## src/rtl/dmem_pkg.sv

```systemverilog
// -----------------------------------------------------------------------------
// dmem_pkg
// Shared definitions for the data-memory arbiter and the data memory itself.
//   - access size encodings
//   - arbiter state encoding
//   - request bundle carried through the arbiter mux
//   - misalignment rule (the arbiter and the memory both call it so they agree
//     on which accesses are illegal)
// -----------------------------------------------------------------------------
package dmem_pkg;

  // Access size encodings; 2'b11 is reserved and always rejected.
  localparam logic [1:0] SZ_BYTE = 2'b00;
  localparam logic [1:0] SZ_HALF = 2'b01;
  localparam logic [1:0] SZ_WORD = 2'b10;

  // Arbiter state encoding.
  localparam logic [1:0] ST_IDLE = 2'b00;
  localparam logic [1:0] ST_OWN0 = 2'b01;
  localparam logic [1:0] ST_OWN1 = 2'b10;

  // One requester's access, as presented to the memory.
  typedef struct packed {
    logic        we;
    logic [1:0]  size;
    logic        sext;
    logic [31:0] addr;
    logic [31:0] wd;
  } dmem_req_t;

  // Natural alignment: halves on even addresses, words on multiples of four.
  function automatic logic misaligned(input logic [1:0] size,
                                      input logic [1:0] addr_lo);
    logic bad;
    case (size)
      SZ_BYTE: bad = 1'b0;
      SZ_HALF: bad = addr_lo[0];
      SZ_WORD: bad = (addr_lo != 2'b00);
      default: bad = 1'b1;
    endcase
    return bad;
  endfunction

endpackage

```

## src/rtl/dmem_misalign_chk.sv

```systemverilog
// -----------------------------------------------------------------------------
// dmem_misalign_chk
// Combinational misalignment detector for one memory access.
// Ports:
//   size_i     [1:0]  access size (byte/half/word/reserved)
//   addr_lo_i  [1:0]  low two bits of the byte address
//   misalign_o        1 = access violates natural alignment or size is reserved
// -----------------------------------------------------------------------------
module dmem_misalign_chk
  import dmem_pkg::*;
(
  input  logic [1:0] size_i,
  input  logic [1:0] addr_lo_i,
  output logic       misalign_o
);

  assign misalign_o = misaligned(size_i, addr_lo_i);

endmodule

```

## src/rtl/dmem_arbiter.sv

```systemverilog
// -----------------------------------------------------------------------------
// dmem_arbiter
// Shares the single-cycle data memory between the core load/store path
// (port 0) and the DMA/debug requester (port 1). At most one access is issued
// per cycle; the granted request is muxed onto the memory inputs and its
// response (rvalid/rdata/err) is registered back to that port one cycle later.
// A port may keep ownership for a short locked sequence (e.g. read-modify-
// write), bounded by MAX_HOLD consecutive grants.
//
// Parameters:
//   MAX_HOLD   max consecutive grants in one locked sequence (>= 1)
// Ports:
//   clk, rst                         clock, asynchronous active-high reset
//   reqN, lockN                      request (held until gnt), keep ownership
//   weN, sizeN, sextN, addrN, wdN    access description per port
//   gntN                             combinational: access issued this cycle
//   rvalidN, rdataN, errN            registered response, one cycle after gnt
//   mem_we/size/sext/addr/wd         drive to the memory (all 0 when idle)
//   mem_rd                           combinational read data from the memory
// -----------------------------------------------------------------------------
module dmem_arbiter
  import dmem_pkg::*;
#(
  parameter int unsigned MAX_HOLD = 4
) (
  input  logic        clk,
  input  logic        rst,

  input  logic        req0,
  input  logic        lock0,
  input  logic        we0,
  input  logic [1:0]  size0,
  input  logic        sext0,
  input  logic [31:0] addr0,
  input  logic [31:0] wd0,

  input  logic        req1,
  input  logic        lock1,
  input  logic        we1,
  input  logic [1:0]  size1,
  input  logic        sext1,
  input  logic [31:0] addr1,
  input  logic [31:0] wd1,

  output logic        gnt0,
  output logic        gnt1,
  output logic        rvalid0,
  output logic        rvalid1,
  output logic [31:0] rdata0,
  output logic [31:0] rdata1,
  output logic        err0,
  output logic        err1,

  output logic        mem_we,
  output logic [1:0]  mem_size,
  output logic        mem_sext,
  output logic [31:0] mem_addr,
  output logic [31:0] mem_wd,
  input  logic [31:0] mem_rd
);

  localparam int unsigned       HOLD_W     = $clog2(MAX_HOLD + 1);
  localparam logic [HOLD_W-1:0] HOLD_ONE   = HOLD_W'(1);
  localparam logic [HOLD_W-1:0] HOLD_LIMIT = HOLD_W'(MAX_HOLD);
  // With a limit of one, the first grant already exhausts the sequence, so
  // lock never moves the arbiter into an ownership state.
  localparam bit                CAN_LOCK   = (MAX_HOLD > 1);

  // Control state
  logic [1:0]        state_q, state_d;
  logic              last_q, last_d;
  logic [HOLD_W-1:0] hold_q, hold_d;
  logic [HOLD_W-1:0] hold_inc;

  // Response registers
  logic              rvalid0_q, rvalid1_q;
  logic              err0_q, err1_q;
  logic [31:0]       rdata0_q, rdata1_q;

  // Arbitration result
  logic              sel;       // port whose request is muxed to the memory
  logic              gnt_any;   // a grant is issued (before reset gating)
  logic              gnt;
  logic              lock_sel;
  logic              req_sel;

  dmem_req_t         req_p0, req_p1, req_m;
  logic              misalign;
  logic [31:0]       resp_data;

  assign req_p0 = '{we: we0, size: size0, sext: sext0, addr: addr0, wd: wd0};
  assign req_p1 = '{we: we1, size: size1, sext: sext1, addr: addr1, wd: wd1};

  assign hold_inc = hold_q + HOLD_ONE;
  assign lock_sel = sel ? lock1 : lock0;
  assign req_sel  = sel ? req1  : req0;

  // ---- arbitration / next state ----
  always_comb begin
    state_d = state_q;
    last_d  = last_q;
    hold_d  = hold_q;
    sel     = 1'b0;
    gnt_any = 1'b0;
    case (state_q)
      ST_IDLE: begin
        if (req0 | req1) begin
          gnt_any = 1'b1;
          // Under contention the port that did not win last time goes next.
          sel     = (req0 & req1) ? ~last_q : req1;
          last_d  = sel;
          if (lock_sel && CAN_LOCK) begin
            state_d = sel ? ST_OWN1 : ST_OWN0;
            hold_d  = HOLD_ONE;
          end
        end
      end
      ST_OWN0, ST_OWN1: begin
        // The owner is the only candidate; the other port's request waits.
        sel = (state_q == ST_OWN1);
        if (req_sel) begin
          gnt_any = 1'b1;
          hold_d  = hold_inc;
          if (!lock_sel || (hold_inc >= HOLD_LIMIT)) begin
            state_d = ST_IDLE;
            hold_d  = '0;
          end
        end else begin
          state_d = ST_IDLE;
          hold_d  = '0;
        end
      end
      default: begin
        state_d = ST_IDLE;
        hold_d  = '0;
      end
    endcase
  end

  // Reset also silences the combinational grant so nothing reaches the
  // memory while rst is high.
  assign gnt  = gnt_any & ~rst;
  assign gnt0 = gnt & ~sel;
  assign gnt1 = gnt &  sel;

  // ---- memory drive (grant cycle) ----
  assign req_m = sel ? req_p1 : req_p0;

  dmem_misalign_chk u_misalign_chk (
    .size_i     (req_m.size),
    .addr_lo_i  (req_m.addr[1:0]),
    .misalign_o (misalign)
  );

  // A misaligned store is still granted and answered, but never written.
  assign mem_we   = gnt & req_m.we & ~misalign;
  assign mem_size = gnt ? req_m.size : 2'b00;
  assign mem_sext = gnt & req_m.sext;
  assign mem_addr = gnt ? req_m.addr : 32'h0;
  assign mem_wd   = gnt ? req_m.wd   : 32'h0;

  assign resp_data = (req_m.we | misalign) ? 32'h0 : mem_rd;

  // ---- response stage (registered at the grant edge) ----
  always_ff @(posedge clk or posedge rst) begin
    if (rst) begin
      state_q   <= ST_IDLE;
      last_q    <= 1'b1;
      hold_q    <= '0;
      rvalid0_q <= 1'b0;
      rvalid1_q <= 1'b0;
      err0_q    <= 1'b0;
      err1_q    <= 1'b0;
      rdata0_q  <= 32'h0;
      rdata1_q  <= 32'h0;
    end else begin
      state_q   <= state_d;
      last_q    <= last_d;
      hold_q    <= hold_d;
      rvalid0_q <= gnt0;
      rvalid1_q <= gnt1;
      err0_q    <= gnt0 & misalign;
      err1_q    <= gnt1 & misalign;
      rdata0_q  <= gnt0 ? resp_data : 32'h0;
      rdata1_q  <= gnt1 ? resp_data : 32'h0;
    end
  end

  assign rvalid0 = rvalid0_q;
  assign rvalid1 = rvalid1_q;
  assign err0    = err0_q;
  assign err1    = err1_q;
  assign rdata0  = rdata0_q;
  assign rdata1  = rdata1_q;

endmodule

```

## config.mk

```make
export PLATFORM = sky130hd
export DESIGN_NAME = dmem_arbiter
export DESIGN_NICKNAME = d
export VERILOG_FILES = /design/src/rtl/dmem_pkg.sv /design/src/rtl/dmem_misalign_chk.sv /design/src/rtl/dmem_arbiter.sv
export SDC_FILE = /design/constraint.sdc
export NUM_CORES = 1
export LEC_CHECK = 0
export BUFFER_PORTS_ARGS = -buffer_cell sky130_fd_sc_hd__buf_2
export CORE_AREA = 2 2 120 122
export DETAILED_ROUTE_END_ITERATION = 10
export DIE_AREA = 0 0 122 124
export GPL_TIMING_DRIVEN = 0
export HOLD_SLACK_MARGIN = 0.03
export PLACE_DENSITY = 0.66
export RECOVER_POWER = 50
export SLEW_MARGIN = 5
export SYNTH_ARGS = -nofsm -noshare
export SYNTH_HDL_FRONTEND = slang
export SYNTH_HIERARCHICAL = 1
export SYNTH_SLANG_ARGS = --single-unit
```

## constraint.sdc

```tcl
create_clock -name clk -period 2.83 [get_ports clk]
set_input_delay 0.566 -clock clk [delete_from_list [all_inputs] [get_ports clk]]
set_output_delay 0.566 -clock clk [all_outputs]
set_load 0.005 [all_outputs]
```

Yosys cells after proc, flatten, opt, wreduce, memory -nomap -nowiden. Cells that the tools add are included.

Flip-flop bits (word level): 74. Bits of input ports: 174. Output and inout bits: 138. Logic and storage cells: 69.

Add/subtract/negate cells: 1. $lt $le $gt $ge: 1. Equality and inequality tests: 7. Muxes and demuxes: 27. Bitwise operators: 15. Reductions and logical operators: 9.

Operators with widths (count): 32-bit two-way mux (5); 68-bit two-way mux (1); 2-bit two-way mux (6); 3-bit two-way mux (4); 1-bit AND (9); 1-bit two-way mux (6); 3-bit one-hot mux with 2 select lines (1); 2-bit by 1-bit equality test with 1-bit output (second input constant) (2); 2-bit equality test (second input constant) (2); 2-bit logical NOT (2); 2-bit inequality test (second input constant) (2); 1-bit NOT (4); 1-bit one-hot mux with 2 select lines (2); 2-bit one-hot mux with 2 select lines (1); 2-bit AND reduction (2); 3-bit by 1-bit adder with 3-bit output (second input constant) (1); 3-bit >= comparator (second input constant) (1); 3-bit inequality test (second input constant) (1); 1-bit one-hot mux with 3 select lines (1); 3-bit AND reduction (1); 1-bit OR (2); 2-bit nonzero test (1); 2-bit OR reduction (1); 1-bit logical NOT (1); 1-bit logical OR (1).

Longest topological paths before layout. Gate-level depths: netlist of the first run.

Depth in word-level cells: 10. Gate-level depth with buffers: 10. Gate-level depth less buffers: 9.

Cells and area by module. The synthesis of the first run kept the hierarchy.

By module, submodules not included: dmem_arbiter (instances 1, cells an instance 289, area each 3415.8 sq um, sequential area each 1853.0 sq um); dmem_misalign_chk (instances 1, cells an instance 3, area each 13.8 sq um, sequential area each 0.0 sq um).

Least setup slack after synthesis of the first run. No wires, ideal clock.

Path kind: flip-flop to output port. From: reg state_q[1]. To: out mem_we. Data arrival time: 2.097 ns. Required time: 2.264 ns. Slack: 0.167 ns. Cell stages (with the launch flop): 9. Path buffers: 0. Path through: dfrtp_1 -> inv_1 -> ha_1 -> and2_1 -> a31oi_4 -> mux2_2 -> nor3_1 -> nor2_1 -> nor3_1.

RTL lines: from (decl) (RTL line dmem_arbiter.sv:70) `logic [1:0] state_q, state_d;`; from (signal assigned) (RTL line dmem_arbiter.sv:177) `state_q <= state_d;`; to (decl) (RTL line dmem_arbiter.sv:54) `output logic mem_we,`.

Final worst setup path of the first run.
From: reg state_q[1]. To: out mem_wd[7].

Word-level cells in the longest chain between the ends: 8. Elaborated cells between the ends (all ways): 11. Classes of those cells: eq/ne (2); mux (6); bitwise (1); reduce/logical (2).

Ends and longest elaborated chain: 2-bit equality test or 2-bit by 1-bit equality test with 1-bit output (tied branches) (RTL line dmem_arbiter.sv:105, dmem_arbiter.sv:120); 2-bit OR reduction (RTL line dmem_arbiter.sv:105) `case (state_q)`; 1-bit one-hot mux with 2 select lines (RTL line dmem_arbiter.sv:105); 1-bit two-way mux (RTL line dmem_arbiter.sv:96) `assign req_sel = sel ? req1 : req0;`; 1-bit two-way mux (RTL line dmem_arbiter.sv:121) `if (req_sel) begin`; 1-bit one-hot mux with 2 select lines (RTL line dmem_arbiter.sv:105); 1-bit AND (RTL line dmem_arbiter.sv:142) `assign gnt = gnt_any & ~rst;`; 32-bit two-way mux * (RTL line dmem_arbiter.sv:160) `assign mem_wd = gnt ? req_m.wd : 32'h0;`; to (decl) (RTL line dmem_arbiter.sv:58) `output logic [31:0] mem_wd,`.

Every way passes the cells marked *; elsewhere a longest branch is shown, timed or not.

==> flow_results.org, run 1 <==
** Critical path
- Of all nets on the critical path, the largest fanout is 5.
- In this run the register-to-register setup slack is 140 ps.
- The worst register-to-register path ends at rdata1[23].
- Capturing element type of the critical path :: primary output
- The startpoint identified for the worst register-to-register timing path is state_q[1].
- CP Capture Point :: mem_wd[7]
- Arrival time at the worst endpoint :: 2290 ps
- At the worst endpoint, the required time is 2260 ps.
- Crit path launch :: state_q[1]
- The worst register-to-register path has a depth of 12.
- Startpoint Class :: flop
- The critical path is of the reg -> out type.

** Logic synthesis
- Synthesis-stage register bit count :: 74
- Counting every net in the synthesized netlist gives 469.
- Register area share after synthesis :: 54.0%
- Synth cell types :: 36
- Yosys synthesis warning count :: 6
- In the synthesized netlist the async set-or-reset flop fraction comes to 100%.
- Counting flops with a built-in enable in the synthesized netlist gives 0.
- Netlist area before placement :: 3430 um2
- A synthesized cell averages 11.7 um2.
- In the synthesized netlist the dominant register cell turns out to be sky130_fd_sc_hd__dfrtp_1.
- Post-Synthesis Cells :: 292

** Power
- IR analysis of the VDD net gives a maximum drop of 0.252 mV.
- For this design the ratio of total power to cell area is 719 nW/um2.
- Static leakage power :: 3.50 nW
- Tot Pwr :: 4.24 mW

** Drt
- Number of design-rule violations left by the first detailed-router iteration :: 185
- Once detail routing completed, the nets flagged for antenna violations numbered 0.
- Vias after detailed routing :: 3653
- Detailed Route WL :: 14400 um
- Drt pass-1 iters :: 4
- Routed length per instance :: 17.5 um
- In the routed design, unresolved DRC markers number 0.
- Dividing the detail-routed via count by the number of cells gives 4.43.

** Cells and area
- P&R area growth vs syn :: 72.1%
- Highest-count cells in the layout ignoring fill and taps :: 312 x sky130_fd_sc_hd__buf_2, 73 x sky130_fd_sc_hd__dfrtp_1, 67 x sky130_fd_sc_hd__and2_1
- The library cell used most frequently in the layout, excluding fill and tap cells, is sky130_fd_sc_hd__buf_2.
- Cells with a size suffix above 1 make up 61.1% of the layout.
- After routing the design area is 5900 um2.
- The sequential cells in the finished layout cover a total of 1850 um2.
- Layout net count :: 812
- The layout has 1374 filler cells.
- Final standard cell utilization of the core :: 43.0%
- Footprint of the multi-input gates :: 1490 um2
- Final cell count without fillers :: 824

** STA
- Clock skew on the completed layout was measured at 6.34 ps.
- Unrepaired setup endpoints after global routing :: yes
- After routing, the total negative slack on setup checks comes to -36.1 ps.
- Setup violations remaining at the end of the flow were counted as 2.
- Portion of the clock cycle consumed by the worst path in the final layout :: 101%
- Setup slack on the critical path of the routed design comes to -26.0 ps.
- The number of pins with negative max-slew slack in the final report was 70.
- Period minus WS final :: 2860 ps
- Final hold analysis gives a worst-case slack of 156 ps.
- At the pin with the least slew margin, the transition time is 1660 ps.
- Highest attainable clock frequency :: 350 MHz
- Slew HR :: -10.5%
- Total count of hold-check failures in the final report :: 0

** Die
- The die covers 15100 um2.
- For this configuration, the core starts out at a cell density of 25.0%.
- The floorplan step set the die width to 122 um.
- Placeable core region :: 13700 um2
- Total I/O pin count :: 312
- Measured along the y axis, the die boundary spans 124 um.
- Placement row count :: 43

** Placement
- Total instance count after detailed placement :: 784
- Port bufs :: 311
- Worst slack, placed :: -396 ps
- Post-placement cell area :: 5240 um2
- Post-DP HPWL :: 11500 um
- At the end of routability-driven placement, the weighted congestion stood at 0.824.

** Clock network
- CTS tree :: yes
- For this design, the sink count on the clock tree is 74.
- Level count of the clock H-tree :: 3
- Bufs on Longest Clock Path :: 2
- Reg clk slew, reported paths :: 60 ps
- Cell chosen for the clock root :: sky130_fd_sc_hd__clkbuf_16
- For the worst-skew pair, the clock arrives at the later sink with an insertion delay of 320 ps.
- Total CTS buffers :: 9

** GRT
- The initial antenna violation count was 11.
- Number of global-route vias before repair :: 3408
- Global routing finished with a remaining overflow of 0.
- Overall track demand over capacity in global routing :: 17.4%
- Wire length of the first global-routing pass :: 19500 um
- Entering global routing, the biggest net connects 70 pins.

** Status
- Failing checks :: capacitance limit, slew limit, setup timing
- The run finished, with violations left.

** Worst hold path
- The path class of the tightest hold or removal check is in -> async.

** Flow run
- Across the run, the number of max-cap violations was 1.
## where the power goes
group,total [mW],switching [mW],internal (mW),leakage [nW]
Clock,1.24,0.439,0.805,0.164
Combinational,1.80,0.858,0.939,2.31
Sequential,1.20,0.0398,1.16,1.02
## metal layers
metal / track usage, % / routed length, um
met5: 0 / 88
met3: 7.23 / 1510
met2: 27.6 / 7030
met1: 22.2 / 5660
met4: 4.17 / 131
## flip-flops by register name, summed over array words and instances (netlist names)
register	flops
err0	1
err1	1
hold_q	3
last_q	1
rdata0	32
rdata1	32
rvalid0	1
rvalid1	1
state_q	2
## cells by family (layout without fill, tap and decap cells)
kind of cell	Yosys count	in the layout	share of synthesized area (%)
adders and majority gates	3	3	1.09
DFF	74	74	54.0
and+or+nand+nor	98	98	17.5
other	0	4	0
AOI/OAI and AO/OA	83	83	21.2
buffers and inverters	28	376	4.31
xor gates and xnor gates	1	1	0.255
muxes	5	5	1.61
## worst min-delay path by stage
stage	start	end	slack, ps
detailed placement	rst	state_q[1]	500
floorplan	last_q	last_q	480
global placement	last_q	last_q	490
CTS	rst	state_q[1]	150
global route	rst	hold_q[2]	150
finish	rst	hold_q[2]	160
## cell type report
class | instances | area share (%)
well taps | 180 | 3.82
flip-flops and latches | 74 | 31.4
multi-input cells | 190 | 25.2
plain buffers | 19 | 3.33
diodes | 4 | 0.170
clock buffers | 10 | 4.05
repair buffers | 334 | 29.9
clock inverters | 6 | 1.61
inverters | 7 | 0.488
## worst max-delay path, stage by stage (launching register included)
cell and delay (ps):
sky130_fd_sc_hd__dfrtp_1 400, sky130_fd_sc_hd__inv_2 100, sky130_fd_sc_hd__ha_4 140, sky130_fd_sc_hd__and2_4 160, sky130_fd_sc_hd__a31oi_4 100, sky130_fd_sc_hd__buf_6 130
sky130_fd_sc_hd__a2111oi_4 180, sky130_fd_sc_hd__buf_4 190, sky130_fd_sc_hd__buf_6 130, sky130_fd_sc_hd__buf_6 110, sky130_fd_sc_hd__a22o_1 190, sky130_fd_sc_hd__buf_2 150
## cell usage after synthesis (3+ instances only)
master | n | area, um2
sky130_fd_sc_hd__a22o_1 | 63 | 552
sky130_fd_sc_hd__mux2_2 | 4 | 45.0
sky130_fd_sc_hd__nor2b_1 | 6 | 37.5
sky130_fd_sc_hd__dfrtp_1 | 73 | 1830
sky130_fd_sc_hd__nor2_1 | 3 | 11.3
sky130_fd_sc_hd__buf_2 | 16 | 80.1
sky130_fd_sc_hd__and3_1 | 3 | 18.8
sky130_fd_sc_hd__inv_1 | 7 | 26.3
sky130_fd_sc_hd__buf_6 | 3 | 33.8
sky130_fd_sc_hd__o21ai_0 | 4 | 20.0
sky130_fd_sc_hd__and2_1 | 68 | 425
sky130_fd_sc_hd__nand2_1 | 9 | 33.8
sky130_fd_sc_hd__ha_1 | 3 | 37.5
sky130_fd_sc_hd__a21oi_1 | 3 | 15.0
## repair_timing
action	in CTS	in global routing
setup endpoints to repair	130	96
setup buffers	18	2
pin swaps	26	10
gates resized for setup	43	15
hold buffers	0	0
cloned	4	0
No activity file was read; power rests on OpenSTA's default activity.
==> inputs of run 2 (changes only) <==
--- a/config.mk
+++ b/config.mk
@@ -5,13 +5,14 @@
 export SDC_FILE = /design/constraint.sdc
 export NUM_CORES = 1
 export LEC_CHECK = 0
+export ABC_AREA = 1
 export BUFFER_PORTS_ARGS = -buffer_cell sky130_fd_sc_hd__buf_2
-export CORE_AREA = 2 2 120 122
+export CORE_AREA = 2 2 121 123
 export DETAILED_ROUTE_END_ITERATION = 10
-export DIE_AREA = 0 0 122 124
+export DIE_AREA = 0 0 123 125
 export GPL_TIMING_DRIVEN = 0
 export HOLD_SLACK_MARGIN = 0.03
-export PLACE_DENSITY = 0.66
+export PLACE_DENSITY = 0.68
 export RECOVER_POWER = 50
 export SLEW_MARGIN = 5
 export SYNTH_ARGS = -nofsm -noshare
==> flow_results.org, run 2 <==
** STA
- The actual slew at the worst max-slew pin was 918 ps (-740 ps).
- The count of endpoints failing hold in the final timing report came to 0 (unchanged).
- Period minus WS final :: 2920 ps (+63.9 ps)
- Sum of negative setup slack :: -220 ps (-184 ps)
- Clock skew after layout :: 5.01 ps (-1.33 ps)
- Worst hold-check slack :: 306 ps (+150 ps)
- Count of final max-slew check failures :: 0 (-100%)
- Final Worst Setup Slack :: -90.0 ps (-63.9 ps)
- The highest attainable clock frequency is 342 MHz (-2.2%).
- Slew HR :: 38.5% (+49 points)
- The number of setup violations in the final report is 3 (+1).
- Unrepaired setup endpoints after global routing :: yes
- Portion of the clock cycle consumed by the worst path in the final layout :: 103% (+2.3 points)

** Critical path
- Startpoint Class :: flop
- Depth of the most critical reg-to-reg path :: 23 (+11)
- Largest stage delay on the critical path :: 570 ps (+170 ps)
- Arrival time at the worst endpoint :: 2350 ps (+60 ps)
- The top fanout value on the critical path came to 6 (+1).
- By startpoint and endpoint, the worst setup path is classified as reg -> out.
- Slowest cell on the critical path :: sky130_fd_sc_hd__dfstp_2
- The worst setup path is captured at a primary output.
- Traced cell by cell, the critical path runs through nand2_4, nand3_4, nand2_4, nand2_8, inv_8, buf_8, or2_4, o21ai_2, inv_1, o21ai_2, nand2_2, or2_4, nor2_4, buf_6.
- The data required time of the critical path was 2260 ps (about the same).

** Logic synthesis
- Leading register cell type out of synthesis :: sky130_fd_sc_hd__dfrtp_1
- The net count of the mapped netlist came to 658 (+40%).
- Adder-Cell Fraction of Synth Area :: 0.991% (-0.10 points)
- Dominant combinational cell family by area after synthesis :: simple AND/OR/NAND/NOR gates
- Synthesis-stage register bit count :: 74 (unchanged)
- The gate count after technology mapping came to 481 (+65%).
- The simple-gate share of the synthesized area came to 32.6% (+15 points).
- Top cells by area, synth :: sky130_fd_sc_hd__dfrtp_1 48%, sky130_fd_sc_hd__nand2_1 14%, sky130_fd_sc_hd__a21oi_1 8.5%, sky130_fd_sc_hd__nor2_1 7.7%, sky130_fd_sc_hd__nand3_2 5.8%
- The number of enable-type register cells in the synthesized netlist is 0 (unchanged).
- Mux share of post-synthesis cell area :: 0% (-1.6 points)
- Netlist area before placement :: 3790 um2 (+10%)
- Cell types with the highest counts after synthesis :: 146 x sky130_fd_sc_hd__nand2_1, 78 x sky130_fd_sc_hd__nor2_1, 73 x sky130_fd_sc_hd__dfrtp_1, 64 x sky130_fd_sc_hd__a21oi_1, 22 x sky130_fd_sc_hd__nand3_2
- The share of the synthesized netlist area taken by xor and xnor gates came to 0.231% (-0.024 points).
- The post-synthesis async set-or-reset flop share is 100% (unchanged).
- The post-synthesis area per instance came to 7.87 um2 (-33%).
- The post-synthesis sequential area ratio is 48.9% (-5.1 points).
- The portion of synthesized cell area occupied by the leading cell type is 48.2% (-5.0 points).
- sky130_fd_sc_hd__nand2_1 is the most common cell in the netlist.
- The number of warning messages in the yosys log is 6 (unchanged).
- Summed over all instances, the cell type with the most area after synthesis is sky130_fd_sc_hd__dfrtp_1.
- Complex-gate fraction of the synthesized area :: 10.2% (-11 points)
- Synth cell types :: 27 (-25%)

** Drt
- Routed length per instance :: 15.5 um (-11%)
- Vias after detailed routing :: 4662 (+28%)
- The number of DRC markers after the initial detailed-route iteration is 150 (-19%).
- Detailed Route WL :: 16000 um (+11%)
- Detail-routed via count per cell :: 4.50 (+1.6%)
- The first-pass iteration count of the detailed router was 6 (+2).
- Number of remaining DRC errors :: 0 (unchanged)
- Number of nets with antenna violations after detailed routing :: 0 (unchanged)

** GRT
- Overall track demand over capacity in global routing :: 20.1% (+2.7 points)
- The pin count of the biggest net entering global routing came to 38 (-46%).
- The global-route wire length before repair is 23800 um (+22%).
- The overflow left after global routing came to 0 (unchanged).
- Number of antenna violations at the first check in global routing :: 0 (-11)
- Number of global-route vias before repair :: 4675 (+37%)

** Clock network
- The CTS clock-pin slew for the worst setup and hold paths is 60 ps (about the same).
- The total number of H-tree levels came to 3 (unchanged).
- The number of sinks on the clock net was 74 (unchanged).
- Total CTS buffers :: 9 (unchanged)
- Cell chosen for the clock root :: sky130_fd_sc_hd__clkbuf_16
- CTS tree :: yes
- Clock insertion delay at the later pin of the skew report :: 330 ps (about the same)
- The deepest clock path buffer count was 2 (unchanged).

** Die
- The vertical extent of the die came to 125 um (+0.81%).
- Placeable core region :: 14200 um2 (+3.5%)
- The area of the die was 15400 um2 (+1.6%).
- The number of placed I/O pins was 312 (unchanged).
- Starting Density :: 26.7% (+1.7 points)
- Placement row count :: 44 (+2.3%)
- DIE WIDTH :: 123 um (+0.82%)

** Cells and area
- The final cell area excluding filler cells came to 6660 um2 (+13%).
- The utilization of the core after routing is 46.9% (+3.8 points).
- The number of fillers in the final layout came to 1434 (+4.4%).
- P&R area growth vs syn :: 75.8%
- Highest-count cells in the layout ignoring fill and taps :: 288 x sky130_fd_sc_hd__buf_2, 143 x sky130_fd_sc_hd__nand2_1, 75 x sky130_fd_sc_hd__nor2_1
- Fraction of final layout cells sized beyond drive strength 1 :: 53.5% (-7.6 points)
- The number of nets in the final layout is 1023 (+26%).
- Count of inserted antenna diode cells :: 0 (-4)
- Most common cell after layout, fill and taps aside :: sky130_fd_sc_hd__buf_2
- The number of cells in the finished layout apart from fillers is 1035 (+26%).

** Status
- Run status :: finished, violations left
- Failing checks :: setup timing

** Placement
- Final Wtd Congestion :: 0.849 (+3.1%)
- The number of cells after detailed placement is 977 (+25%).
- Port bufs :: 311 (unchanged)
- The sum of net half-perimeters after detailed placement came to 11800 um (+2.3%).
- The worst setup timing slack at the placement stage is -483 ps (-86.8 ps).
- Post-placement cell area :: 5620 um2 (+7.1%)

** Power
- The areal power density over the cells is 914 nW/um2 (+27%).
- The post-layout total power is 6.08 mW (+43%).
- IR Drop Worst-Case VDD :: 0.477 mV (+89%)
- The total leakage power came to 3.62 nW (+3.5%).

** Worst hold path
- The tightest min-delay check is of the in -> async type.

** Flow run
- The max-cap violation count was 0 (-1).
## run 2: critical path: cells and delay by family, from the launching register on
kind,cells,cell delay [ps]
AND/OR/NAND/NOR,8,940
flip-flops,1,570
buffers and inverters,4,320
AO/OA/AOI/OAI,2,170
## run 2: report_power, final
part | leakage [nW] | total (mW) | switching [mW] | internal [mW]
clock network | 0.153 | 1.21 | 0.437 | 0.775
logic | 2.45 | 3.65 | 2.06 | 1.59
registers | 1.02 | 1.22 | 0.0520 | 1.17
total | 3.62 | 6.08 | 2.55 | 3.53
## run 2: path summary, 6_finish.rpt
check / from / endpoint / slack, ps
setup / recovery: last_q / mem_we / -90
hold / removal: rst / rvalid0 / 310
setup reg to reg: state_q[1] / state_q[1] / -60
hold reg to reg: hold_q[1] / hold_q[1] / 500
max in group asynchronous: rst / rdata1[29] / 1060
min in group clk: mem_rd[26] / rdata0[26] / 480
## run 2: cell families (layout without fill, tap and decap cells)
family          Yosys count  count (layout)
simple gates            276             276
compound gates           74              74
flops                    74              74
buf+inv                  53             423
fa+ha+maj                 3               3
xor+xnor                  1               1
## run 2: what timing repair did
item	4_1_cts	5_1_grt
buffers inserted	37	11
endpoints found under the setup margin	127	130
gates resized for setup	62	82
cloned	1	0
pin swaps	13	11
hold buffers	0	0
## run 2: area by class of cell
| type | instances | area (um2) | share of cell area, % |
|---|---|---|---|
| clock buffers | 10 | 229 | 3.44 |
| clock inverters | 6 | 90.1 | 1.35 |
| flip-flops and latches | 74 | 1850 | 27.9 |
| multi-input cells | 354 | 1920 | 28.8 |
| plain buffers | 32 | 337 | 5.06 |
| repair inverters | 1 | 5.00 | 0.0752 |
| repair buffers | 354 | 1900 | 28.5 |
| inverters | 20 | 93.8 | 1.41 |
| well taps | 184 | 230 | 3.46 |
## run 2: layer usage
layer  share of wire [%]  GRT usage, %
met5                   0             0
met3                 7.5          4.84
met4                 1.7          5.55
met2                  55          39.3
met1                  35          20.9
